## src/rtl/debouncer_array_if.sv

```systemverilog
// Button-panel bundle between the raw pins and the debounced control outputs.
// level is a steady state; press_pulse, release_pulse and sample_tick are single-clk strobes with no back-pressure.
interface debouncer_array_if #(
  parameter int CHANNELS = 4
);
  logic [CHANNELS-1:0] in_pulse;
  logic [CHANNELS-1:0] level;
  logic [CHANNELS-1:0] press_pulse;
  logic [CHANNELS-1:0] release_pulse;
  logic                sample_tick;

  modport master (
    output in_pulse,
    input  level, press_pulse, release_pulse, sample_tick
  );

  modport slave (
    input  in_pulse,
    output level, press_pulse, release_pulse, sample_tick
  );
endinterface

```

## src/rtl/debouncer_array.sv

```systemverilog
// N-channel push-button debouncer: 2-FF sync, shared sample prescaler, per-channel
// stability filter with registered press/release strobes and optional auto-repeat.
module debouncer_array #(
  parameter int CHANNELS       = 4,
  parameter int CLK_DIV        = 1000,
  parameter int STABLE_SAMPLES = 4,
  parameter bit ACTIVE_LOW     = 1'b1,
  parameter int REPEAT_DELAY   = 0,
  parameter int REPEAT_RATE    = 100
) (
  input logic               clk,
  input logic               rst,
  debouncer_array_if.slave  bus
);

  localparam int PW = (CLK_DIV > 1) ? $clog2(CLK_DIV) : 1;
  localparam logic [PW-1:0] PRE_LAST = PW'(CLK_DIV - 1);
  localparam int SW = (STABLE_SAMPLES > 1) ? $clog2(STABLE_SAMPLES) : 1;
  localparam logic [SW-1:0] STAB_LAST = SW'(STABLE_SAMPLES - 1);
  localparam int RMAX = (REPEAT_DELAY > REPEAT_RATE) ? REPEAT_DELAY : REPEAT_RATE;
  localparam int RW = $clog2(RMAX + 1);
  localparam logic [CHANNELS-1:0] IDLE_PIN = ACTIVE_LOW ? '1 : '0;

  logic [PW-1:0]       pre_cnt;
  logic [PW-1:0]       pre_next;
  logic                tick;
  logic [CHANNELS-1:0] sync1;
  logic [CHANNELS-1:0] sync2;
  logic [CHANNELS-1:0] sample;

  always_comb begin
    pre_next = (pre_cnt == PRE_LAST) ? '0 : pre_cnt + PW'(1);
  end

  // tick is registered so it is cleanly 0 during reset even when CLK_DIV is 1
  always_ff @(posedge clk or posedge rst) begin
    if (rst) begin
      pre_cnt <= '0;
      tick    <= 1'b0;
    end else begin
      pre_cnt <= pre_next;
      tick    <= (pre_next == PRE_LAST);
    end
  end

  always_ff @(posedge clk or posedge rst) begin
    if (rst) begin
      sync1 <= IDLE_PIN;
      sync2 <= IDLE_PIN;
    end else begin
      sync1 <= bus.in_pulse;
      sync2 <= sync1;
    end
  end

  assign sample          = ACTIVE_LOW ? ~sync2 : sync2;
  assign bus.sample_tick = tick;

  for (genvar i = 0; i < CHANNELS; i++) begin : g_ch
    logic [SW-1:0] stab_cnt;
    logic          lvl_q;
    logic          press_q;
    logic          rel_q;
    logic          changing;
    logic          rep_fire;

    assign changing = tick && (sample[i] != lvl_q) && (stab_cnt == STAB_LAST);

    always_ff @(posedge clk or posedge rst) begin
      if (rst) begin
        stab_cnt <= '0;
        lvl_q    <= 1'b0;
        press_q  <= 1'b0;
        rel_q    <= 1'b0;
      end else begin
        press_q <= 1'b0;
        rel_q   <= 1'b0;
        if (tick) begin
          if (sample[i] == lvl_q) begin
            stab_cnt <= '0;
          end else if (changing) begin
            lvl_q    <= sample[i];
            stab_cnt <= '0;
            press_q  <= sample[i];
            rel_q    <= ~sample[i];
          end else begin
            stab_cnt <= stab_cnt + SW'(1);
          end
        end
        if (rep_fire) begin
          press_q <= 1'b1;
        end
      end
    end

    if (REPEAT_DELAY > 0) begin : g_rep
      logic [RW-1:0] hold_cnt;
      logic [RW-1:0] hold_inc;
      logic [RW-1:0] hold_target;
      logic          repeating;

      assign hold_inc    = hold_cnt + RW'(1);
      assign hold_target = repeating ? RW'(REPEAT_RATE) : RW'(REPEAT_DELAY);
      // a tick that completes a release must not also emit a repeat press
      assign rep_fire    = tick && lvl_q && !changing && (hold_inc == hold_target);

      always_ff @(posedge clk or posedge rst) begin
        if (rst) begin
          hold_cnt  <= '0;
          repeating <= 1'b0;
        end else if (!lvl_q || changing) begin
          hold_cnt  <= '0;
          repeating <= 1'b0;
        end else if (tick) begin
          if (hold_inc == hold_target) begin
            hold_cnt  <= '0;
            repeating <= 1'b1;
          end else begin
            hold_cnt <= hold_inc;
          end
        end
      end
    end else begin : g_norep
      assign rep_fire = 1'b0;
    end

    assign bus.level[i]         = lvl_q;
    assign bus.press_pulse[i]   = press_q;
    assign bus.release_pulse[i] = rel_q;
  end

endmodule
```

## src/flat_wrapper.sv

```systemverilog
// flat-port wrapper written by rule: the top's interface ports become plain ports
module debouncer_array_flat 
#(
  parameter int CHANNELS       = 4,
  parameter int CLK_DIV        = 1000,
  parameter int STABLE_SAMPLES = 4,
  parameter bit ACTIVE_LOW     = 1'b1,
  parameter int REPEAT_DELAY   = 0,
  parameter int REPEAT_RATE    = 100
)
  (clk, rst, bus_in_pulse, bus_level, bus_press_pulse, bus_release_pulse, bus_sample_tick);
  debouncer_array_if #(.CHANNELS(CHANNELS)) bus_i ();
  input logic clk;
  input logic rst;
  input wire logic [$bits(bus_i.in_pulse)-1:0] bus_in_pulse;
  output wire logic [$bits(bus_i.level)-1:0] bus_level;
  output wire logic [$bits(bus_i.press_pulse)-1:0] bus_press_pulse;
  output wire logic [$bits(bus_i.release_pulse)-1:0] bus_release_pulse;
  output wire logic [$bits(bus_i.sample_tick)-1:0] bus_sample_tick;
  assign bus_i.in_pulse = bus_in_pulse;
  assign bus_level = bus_i.level;
  assign bus_press_pulse = bus_i.press_pulse;
  assign bus_release_pulse = bus_i.release_pulse;
  assign bus_sample_tick = bus_i.sample_tick;
  debouncer_array #(.CHANNELS(CHANNELS), .CLK_DIV(CLK_DIV), .STABLE_SAMPLES(STABLE_SAMPLES), .ACTIVE_LOW(ACTIVE_LOW), .REPEAT_DELAY(REPEAT_DELAY), .REPEAT_RATE(REPEAT_RATE)) u_core (.clk(clk), .rst(rst), .bus(bus_i));
endmodule
```

## config.mk

```make
export PLATFORM = sky130hd
export DESIGN_NAME = debouncer_array_flat
export DESIGN_NICKNAME = d
export VERILOG_FILES = /design/src/rtl/debouncer_array_if.sv /design/src/rtl/debouncer_array.sv /design/src/flat_wrapper.sv
export SDC_FILE = /design/constraint.sdc
export NUM_CORES = 1
export LEC_CHECK = 0
export CORE_MARGIN = 10
export CORE_UTILIZATION = 41
export CTS_CLUSTER_DIAMETER = 50
export CTS_CLUSTER_SIZE = 24
export DETAILED_ROUTE_END_ITERATION = 10
export GPL_TIMING_DRIVEN = 0
export PLACE_DENSITY = 0.6
export SLEW_MARGIN = 20
export SYNTH_ARGS = -nofsm -noshare
export SYNTH_HDL_FRONTEND = slang
export SYNTH_SLANG_ARGS = --single-unit
```

## constraint.sdc

```tcl
create_clock -name clk -period 1.8 [get_ports clk]
set_input_delay 0.54 -clock clk [delete_from_list [all_inputs] [get_ports clk]]
set_output_delay 0.54 -clock clk [all_outputs]
set_load 0.1 [all_outputs]
```

==> metrics.cfg, run 1 <==
[run_status]
status=completed

[logic_synthesis]
yosys-top-cells-area=dfrtp_1, dfstp_2, buf_4
yosysTopAreaCell=dfrtp_1
synth_area_sq_mm=0.00168
synthTopCellsByCount=dfrtp_1, nand2_1, nor2_1
synthFlopType=dfrtp_1
yosysWarnings=0
syn_inst=153
yosysMostFrequentCell=dfrtp_1
synth_edf_count=0
async_reset_ff_share_pct=100
synth_nets=165
synth_cell_types=30
synth-seq-cells=39
synth_top_area_share_pct=46.2
ys_seq_area_share_pct=58.7
avgSynthCellArea_sq_um=11.0

[power]
p_leak_nw=0.971
totalPowerFinal_w=0.00157
power.density_mw_per_mm2=789
peakVddDrop_mv=0.404

[final_layout]
final_net_count=191
layout-drive-gt1-share_pct=27.2
antenna-diode-count=0
stdcell_count=230
area_growth_pct=18.8

[grt]
grt_use_total_pct=8.73
antenna_found_initial=0
grt_start_max_net_pins=40
grt_overflow=0
grt_pass1_wl_mm=5.08
grt_pass1_vias=1173

[clock_tree]
cts_tree=done
clock-sinks=39
clk_pin_slew_worst_paths_ns=0.07
cts_hold_buf=0
htree_num_levels=2
clockBufferDepth=2
clock_latency_ns=0.29
ctsRootBufferMaster=clkbuf_8
numCtsBuffers=5

[worst_setup_path]
cp_max_fo=3
arrival_ns=1.21
cp_slowest_stage_delay_ns=0.55
crit_type=reg2out
crit_required_ns=1.26
crit_slowest_cell=clkdlybuf4s18_2
cp_num_buf_inv=1
crit_family=buffers and inverters
start_kind=flip-flop
crit_chain=clkdlybuf4s18_2
endpoint_kind=output pin

[route]
num_vias=1099
drt-met1-wl_mm=1.13
wl_met2_mm=1.47
drt-initial-drc-count=61
wl_met3_um=142
first_pass_iters=4
drc=0
highest-signal-layer=met4
wl_mm=2.80
ant_nets=0
wl_per_cell_um=12.2
vias_per_cell=4.78

[min_path]
hp-class=reg2reg

[die]
die_h_um=84.0
rows=23
io_pins=19
fp.coreArea_sq_mm=0.00397
dieWidth_um=84.0
dieArea_sq_mm=0.00706
start_util_pct=42.3

[sta]
period_share_pct=97.5
max_freq_ghz=0.570
setup_violations=0
worst_slack_ns=0.0453
min_period_ns=1.75
fin_setup_tns_ns=0
fin_skew_ns=0.00758
rsz0062_at_grt=yes
tightest_slew_ns=0.781
hold_viol_final=0
finalMaxSlewViolations=0
slew_headroom_pct=47.9

[run]
maxCapViolations=0

[place]
gp_congestion=0.815
port_buffers=18
hpwl_mm=2.04
dp.cells=221
pre_cts_ws_ns=-0.415

## power breakdown
part           internal (W)  switching [W]
clock network      0.000348       0.000294
logic             0.0000126      0.0000204
registers          0.000892     0.00000627
total               0.00125       0.000320
## final cells by class
cell class	count	area, sq um
plain buffers	14	97.6
well taps	50	62.6
multi-input cells	89	566
inverters	11	41.3
fillers	372	1980
clock inverters	1	7.51
flip-flops and latches	39	986
clock buffers	7	96.3
repair buffers	19	138
## logic make-up (layout without fill, tap and decap cells)
kind of cell	count (synthesis)	after routing	synth area share (%)
AOI/OAI and AO/OA	18	18	6.26
xor gates and xnor gates	9	9	4.69
adders and majority gates	6	6	4.47
muxes	1	1	0.596
buffers and inverters	25	52	8.27
and+or+nand+nor	55	55	17.0
DFF	39	39	58.7
## registers in the layout, summed over array words and instances, names as in the netlist
name	cells
u_core.g_ch.lvl_q	4
u_core.bus.sample_tick	1
u_core.sync1	4
u_core.g_ch.stab_cnt	8
u_core.sync2	4
u_core.g_ch.press_q	4
u_core.g_ch.rel_q	4
u_core.pre_cnt	10
## worst paths after layout
path                                        start  cells after the start  slack (ns)                     end
max                        u_core.bus.sample_tick                      1        0.05         bus_sample_tick
min                               u_core.sync1[1]                      0        0.36         u_core.sync2[1]
max reg2reg                     u_core.pre_cnt[1]                      6        0.06  u_core.bus.sample_tick
min reg2reg                       u_core.sync1[1]                      0        0.36         u_core.sync2[1]
max in group asynchronous                     rst                      2        0.59       u_core.pre_cnt[9]
min in group asynchronous                     rst                      2        0.71       u_core.pre_cnt[6]
## through the flow
step / util (%) / hold WS (ns) / instance area (sq um)
final: 50.2 / 0.356 / 1990
after global placement: 48.4 / 0.346 / 1920
after CTS: 50.8 / 0.358 / 2020
after floorplan: - / 0.345 / 1680
after global routing: 50.2 / 0.363 / 1990
after detailed placement: 48.4 / 0.347 / 1920
## metal layers
| metal | GRT usage, % | vias up |
|---|---|---|
| met5 | 0 | - |
| met2 | 15.5 | 17 |
| met1 | 8.26 | 529 |
| li1 | - | 547 |
| met3 | 3.91 | 6 |
| met4 | 4.57 | 0 |
## layout by cell type, fill, tap and decap left out, drive strengths merged, types with 4 or more instances in the layout
cell           Yosys  routed
nand3              5       5
ha                 6       6
clkbuf             2      10
o21ai              8       8
inv               11      11
clkdlybuf4s50      0       5
nand2             21      21
nor2              14      14
xor2               7       7
dfrtp             31      31
o22ai              5       5
buf               12      24
dfstp              8       8
nor3               4       4
## repair_timing
item	4_1_cts	5_1_grt
resized for setup	59	9
gates cloned	0	0
pin swaps	0	1
setup endpoints to repair	14	8
buffers inserted	1	0
Power figures use the tool's default switching activity.
==> run 2: changes to the inputs <==
- GPL_TIMING_DRIVEN: 0 -> not set
==> metrics.cfg, run 2 (synthesized netlist as in run 1, its figures left out) <==
[run_status]
status=completed

[grt]
grt_start_max_net_pins=40  ; unchanged
antenna_found_initial=0  ; unchanged
grt_pass1_vias=1189  ; +1.4%
grt_pass1_wl_mm=5.15  ; +1.4%
grt_use_total_pct=8.79  ; +0.055 points
grt_overflow=0  ; unchanged

[worst_setup_path]
endpoint_kind=flip-flop
crit_required_ns=2.02  ; +0.76 ns
crit_slowest_cell=dfrtp_1
timing.rr.start=u_core.pre_cnt[0]
cp_slowest_stage_delay_ns=0.41  ; -0.14 ns
worstSetupStartpoint=u_core.pre_cnt[0]
crit_type=reg2reg
cp_max_fo=5  ; +2
crit_chain=ha_2 -> and2_4 -> and4bb_4 -> and3_4 -> nor4b_2 -> and4_1
start_kind=flip-flop
crit_family=simple AND/OR/NAND/NOR gates
cp_num_buf_inv=0  ; -1
arrival_ns=1.97  ; +0.76 ns

[final_layout]
antenna-diode-count=0  ; unchanged
final_net_count=179  ; -6.3%
stdcell_count=218  ; -5.2%
biggestRegsByFlops=u_core.pre_cnt (10), u_core.g_ch.stab_cnt (8)
layout-drive-gt1-share_pct=22.6  ; -4.6 points
layout.cells.most_common=dfrtp_1
regMostFlops=u_core.pre_cnt
final_cell_mix=dfrtp_1, nand2_1, buf_12
area_growth_pct=25.3
largest_reg_flops=10  ; unchanged
final_core_util_pct=53.0  ; +2.8 points

[sta]
rsz0062_at_grt=no
hold_viol_final=0  ; unchanged
finalMaxSlewViolations=0  ; unchanged
period_share_pct=96.8  ; -0.73 points
slew_headroom_pct=82.6  ; +35 points
fin_skew_ns=0.00619  ; -0.00139 ns
min_period_ns=1.74  ; -0.0131 ns
setup_violations=0  ; unchanged
fin_setup_tns_ns=0  ; unchanged
tightest_slew_ns=0.261  ; -0.520 ns
max_freq_ghz=0.574  ; +0.75%

[route]
ant_nets=0  ; unchanged
drt-initial-drc-count=69  ; +13%
wl_per_cell_um=13.2  ; +8.3%
drc=0  ; unchanged
wl_mm=2.87  ; +2.6%
num_vias=1099  ; unchanged
first_pass_iters=4  ; unchanged
vias_per_cell=5.04  ; +5.5%

[clock_tree]
clk_pin_slew_worst_paths_ns=0.08  ; about the same
clock-sinks=39  ; unchanged
numCtsBuffers=5  ; unchanged
htree_num_levels=2  ; unchanged
cts_tree=done
clock_latency_ns=0.29  ; about the same
ctsRootBufferMaster=clkbuf_8
clockBufferDepth=2  ; unchanged

[die]
rows=23  ; unchanged
dieWidth_um=84.0  ; unchanged
fp.coreArea_sq_mm=0.00397  ; unchanged
io_pins=19  ; unchanged
start_util_pct=42.3  ; unchanged
die_h_um=84.0  ; unchanged
dieArea_sq_mm=0.00706  ; unchanged

[min_path]
hold_start=u_core.sync1[2]
hp-class=reg2reg

[power]
sw_frac_of_total_pct=19.8  ; -0.58 points
power.density_mw_per_mm2=783  ; -0.77%
power_switching_w=0.000326  ; +1.7%
peakVddDrop_mv=0.592  ; +46%
p_int_w=0.00132  ; +5.5%
pwr-share-clk_pct=43.1  ; +2.3 points
power_frac_seq_pct=54.5  ; -2.6 points
p_leak_nw=0.955  ; -1.7%
p_comb_share_pct=2.4  ; +0.3 points

[run]
maxCapViolations=0  ; unchanged

[place]
dp.cells=209  ; -5.4%
gp_congestion=0.818  ; +0.33%
hpwl_mm=2.11  ; +3.4%
port_buffers=18  ; unchanged

-- run 2: cell type report --
| type | instances | area, sq um |
|---|---|---|
| timing repair buffer | 21 | 345 |
| sequential | 39 | 986 |
| tap | 50 | 62.6 |
| fill | 362 | 1870 |
| clock buffer | 5 | 68.8 |
| inverter | 11 | 41.3 |
| multi-input combinational | 89 | 557 |
| clock inverter | 3 | 43.8 |
-- run 2: final timing paths --
kind	cells after the start	slack, ns	endpoint
worst max register to register	6	0.06	u_core.bus.sample_tick
min in group asynchronous	3	0.60	u_core.pre_cnt[5]
worst min-delay path	0	0.35	u_core.sync2[2]
max in group asynchronous	3	0.94	u_core.sync2[1]
worst min register to register	0	0.35	u_core.sync2[2]
worst max-delay path	6	0.06	u_core.bus.sample_tick
-- run 2: worst register-to-register path, cell delays in order, from the launching register on --
cell,delay [ns]
dfrtp_1,0.41
ha_2,0.21
and2_4,0.18
and4bb_4,0.21
and3_4,0.20
nor4b_2,0.27
and4_1,0.22
-- run 2: repair_timing --
item,4_1_cts,5_1_grt
resized for setup,0,1
buffers inserted,0,1
endpoints found under the setup margin,0,1
hold buffers,0,0
-- run 2: routing by layer --
| metal | up-vias | track usage [%] | part of all wire [%] |
|---|---|---|---|
| li1 | 526 | - | - |
| met4 | 0 | 4.72 | 2.0 |
| met3 | 4 | 3.71 | 4.9 |
| met5 | - | 0 | 0 |
| met2 | 22 | 16.0 | 56 |
| met1 | 547 | 8.02 | 37 |
-- run 2: through the flow --
stage | area (sq um) | setup slack, ns | total power (W) | hold WS (ns)
after floorplan | 1680 | 0.147 | 0.000932 | 0.345
after global placement | 1980 | 0.0869 | 0.000954 | 0.346
after detailed placement | 1980 | 0.0302 | 0.000956 | 0.347
after CTS | 2090 | 0.0187 | 0.00168 | 0.344
after global routing | 2100 | 0.0179 | 0.00172 | 0.349
final | 2100 | 0.0584 | 0.00165 | 0.349
-- run 2: power by group through the flow --
stage	combinational, W	sequential [W]	clock, W
6_report	0.0000390	0.000899	0.000710
5_1_grt	0.0000448	0.000900	0.000778
4_1_cts	0.0000410	0.000899	0.000742
3_5_place_dp	0.0000409	0.000915	0
3_3_place_gp	0.0000393	0.000915	0
2_1_floorplan	0.0000182	0.000914	0
==> run 3: changes to the inputs <==
- CORE_ASPECT_RATIO: not set -> 0.75
==> metrics.cfg, run 3 (synthesized netlist as in run 1, its figures left out) <==
[worst_setup_path]
crit_required_ns=2.02  ; about the same
start_kind=flip-flop
cp_max_fo=5  ; unchanged
crit_type=reg2reg
r2r_cells=6  ; unchanged
arrival_ns=1.96  ; about the same
endpoint_kind=flip-flop

[grt]
grt_use_total_pct=8.31  ; -0.48 points
grt_start_max_net_pins=40  ; unchanged
antenna_found_initial=0  ; unchanged
grt_pass1_wl_mm=4.64  ; -9.9%
grt_pass1_vias=1109  ; -6.7%
grt_overflow=0  ; unchanged

[final_layout]
layout-drive-gt1-share_pct=23.1  ; +0.46 points
fill_cells=337  ; -6.9%
layout.cells.most_common=dfrtp_1
stdcell_count=224  ; +2.8%
finalInstanceArea_sq_mm=0.00213  ; +1.3%
biggestRegsByFlops=u_core.pre_cnt (10), u_core.g_ch.stab_cnt (8)
antenna-diode-count=0  ; unchanged
area_growth_pct=27.0
regMostFlops=u_core.pre_cnt
largest_reg_flops=10  ; unchanged
final_net_count=180  ; +0.56%
final_cell_mix=dfrtp_1, nand2_1, buf_12

[place]
gp_congestion=0.816  ; -0.16%
hpwl_mm=2.02  ; -4.3%
pre_cts_ws_ns=-0.00270  ; -0.0329 ns
place_area_sq_mm=0.00199  ; +0.32%
port_buffers=18  ; unchanged
dp.cells=214  ; +2.4%

[route]
drc=0  ; unchanged
wl_mm=2.75  ; -4.3%
first_pass_iters=4  ; unchanged
ant_nets=0  ; unchanged
drt-initial-drc-count=50  ; -28%
vias_per_cell=4.67  ; -7.3%
wl_per_cell_um=12.3  ; -6.9%
num_vias=1047  ; -4.7%

[die]
io_pins=19  ; unchanged
dieWidth_um=93.9  ; +12%
die_h_um=75.4  ; -10%
fp.coreArea_sq_mm=0.00400  ; +0.82%
rows=20  ; -13%
dieArea_sq_mm=0.00708  ; +0.37%
start_util_pct=41.9  ; -0.34 points

[sta]
max_freq_ghz=0.574  ; about the same
period_share_pct=96.8  ; about the same
rsz0062_at_grt=no
tightest_slew_ns=0.359  ; +0.0976 ns
hold_slack_ns=0.357  ; +0.00853 ns
hold_viol_final=0  ; unchanged
worst_slack_ns=0.0584  ; -0.00000330 ns
setup_violations=0  ; unchanged
min_period_ns=1.74  ; +0.00000330 ns
slew_headroom_pct=75.9  ; -6.7 points
finalMaxSlewViolations=0  ; unchanged
fin_setup_tns_ns=0  ; unchanged
fin_skew_ns=0.00215  ; -0.00404 ns

[clock_tree]
clock_latency_ns=0.28  ; about the same
clk_pin_slew_worst_paths_ns=0.07  ; about the same
cts_tree=done
clockBufferDepth=2  ; unchanged
clock-sinks=39  ; unchanged
htree_num_levels=2  ; unchanged
numCtsBuffers=5  ; unchanged
ctsRootBufferMaster=clkbuf_8

[run]
maxCapViolations=0  ; unchanged

[min_path]
hp-class=reg2reg
hold_depth=0  ; unchanged

[power]
p_leak_nw=0.971  ; +1.7%
peakVddDrop_mv=0.425  ; -28%
power.density_mw_per_mm2=783  ; about the same

[run_status]
status=completed

-- run 3: critical path, stage by stage (launching register included) --
cell and delay (ns):
dfrtp_1 0.40, ha_2 0.20, and2_4 0.17, and4bb_4 0.21, and3_4 0.21, nor4b_4 0.27
and4_1 0.22
-- run 3: final cells by class --
type | count | area [sq um] | share of cell area (%)
Sequential cell | 39 | 986 | 46.2
Multi-Input combinational cell | 89 | 566 | 26.5
Timing Repair Buffer | 22 | 353 | 16.5
Clock buffer | 6 | 82.6 | 3.87
Tap cell | 55 | 68.8 | 3.23
Inverter | 11 | 41.3 | 1.94
Clock inverter | 2 | 35.0 | 1.64
-- run 3: worst paths after layout --
check,from,end,slack [ns]
setup / recovery,u_core.pre_cnt[0],u_core.bus.sample_tick,0.06
hold / removal,u_core.sync1[1],u_core.sync2[1],0.36
setup reg to reg,u_core.pre_cnt[0],u_core.bus.sample_tick,0.06
hold reg to reg,u_core.sync1[1],u_core.sync2[1],0.36
max in group asynchronous,rst,u_core.sync1[0],0.94
min in group asynchronous,rst,u_core.g_ch[2].press_q,0.60
-- run 3: through the flow --
stage                     utilization (%)  total power (W)
after floorplan                         -         0.000932
final                                53.3          0.00167
after detailed placement             49.7         0.000955
after CTS                            52.8          0.00170
after global routing                 53.3          0.00174
after global placement               49.7         0.000954
-- run 3: timing repair --
item                                    CTS  global route
setup buffers                             1             1
gates resized for setup                   0             2
endpoints found under the setup margin    1             1
hold buffers                              0             0
-- run 3: power by group --
group	total (W)	internal [W]	leakage, nW	switching, W
sequential	0.000899	0.000893	0.503	0.00000620
clock	0.000732	0.000448	0.0612	0.000284
combinational	0.0000381	0.0000171	0.406	0.0000210
-- run 3: metal layers --
metal  wire (um)  GRT usage [%]  share of wire (%)  vias up
met2        1360           14.2                 50       18
met4          30           4.20                1.1        0
met1        1180           8.47                 43      500
met5           0              0                  0        -
met3         169           3.94                6.2        5
li1            -              -                  -      524
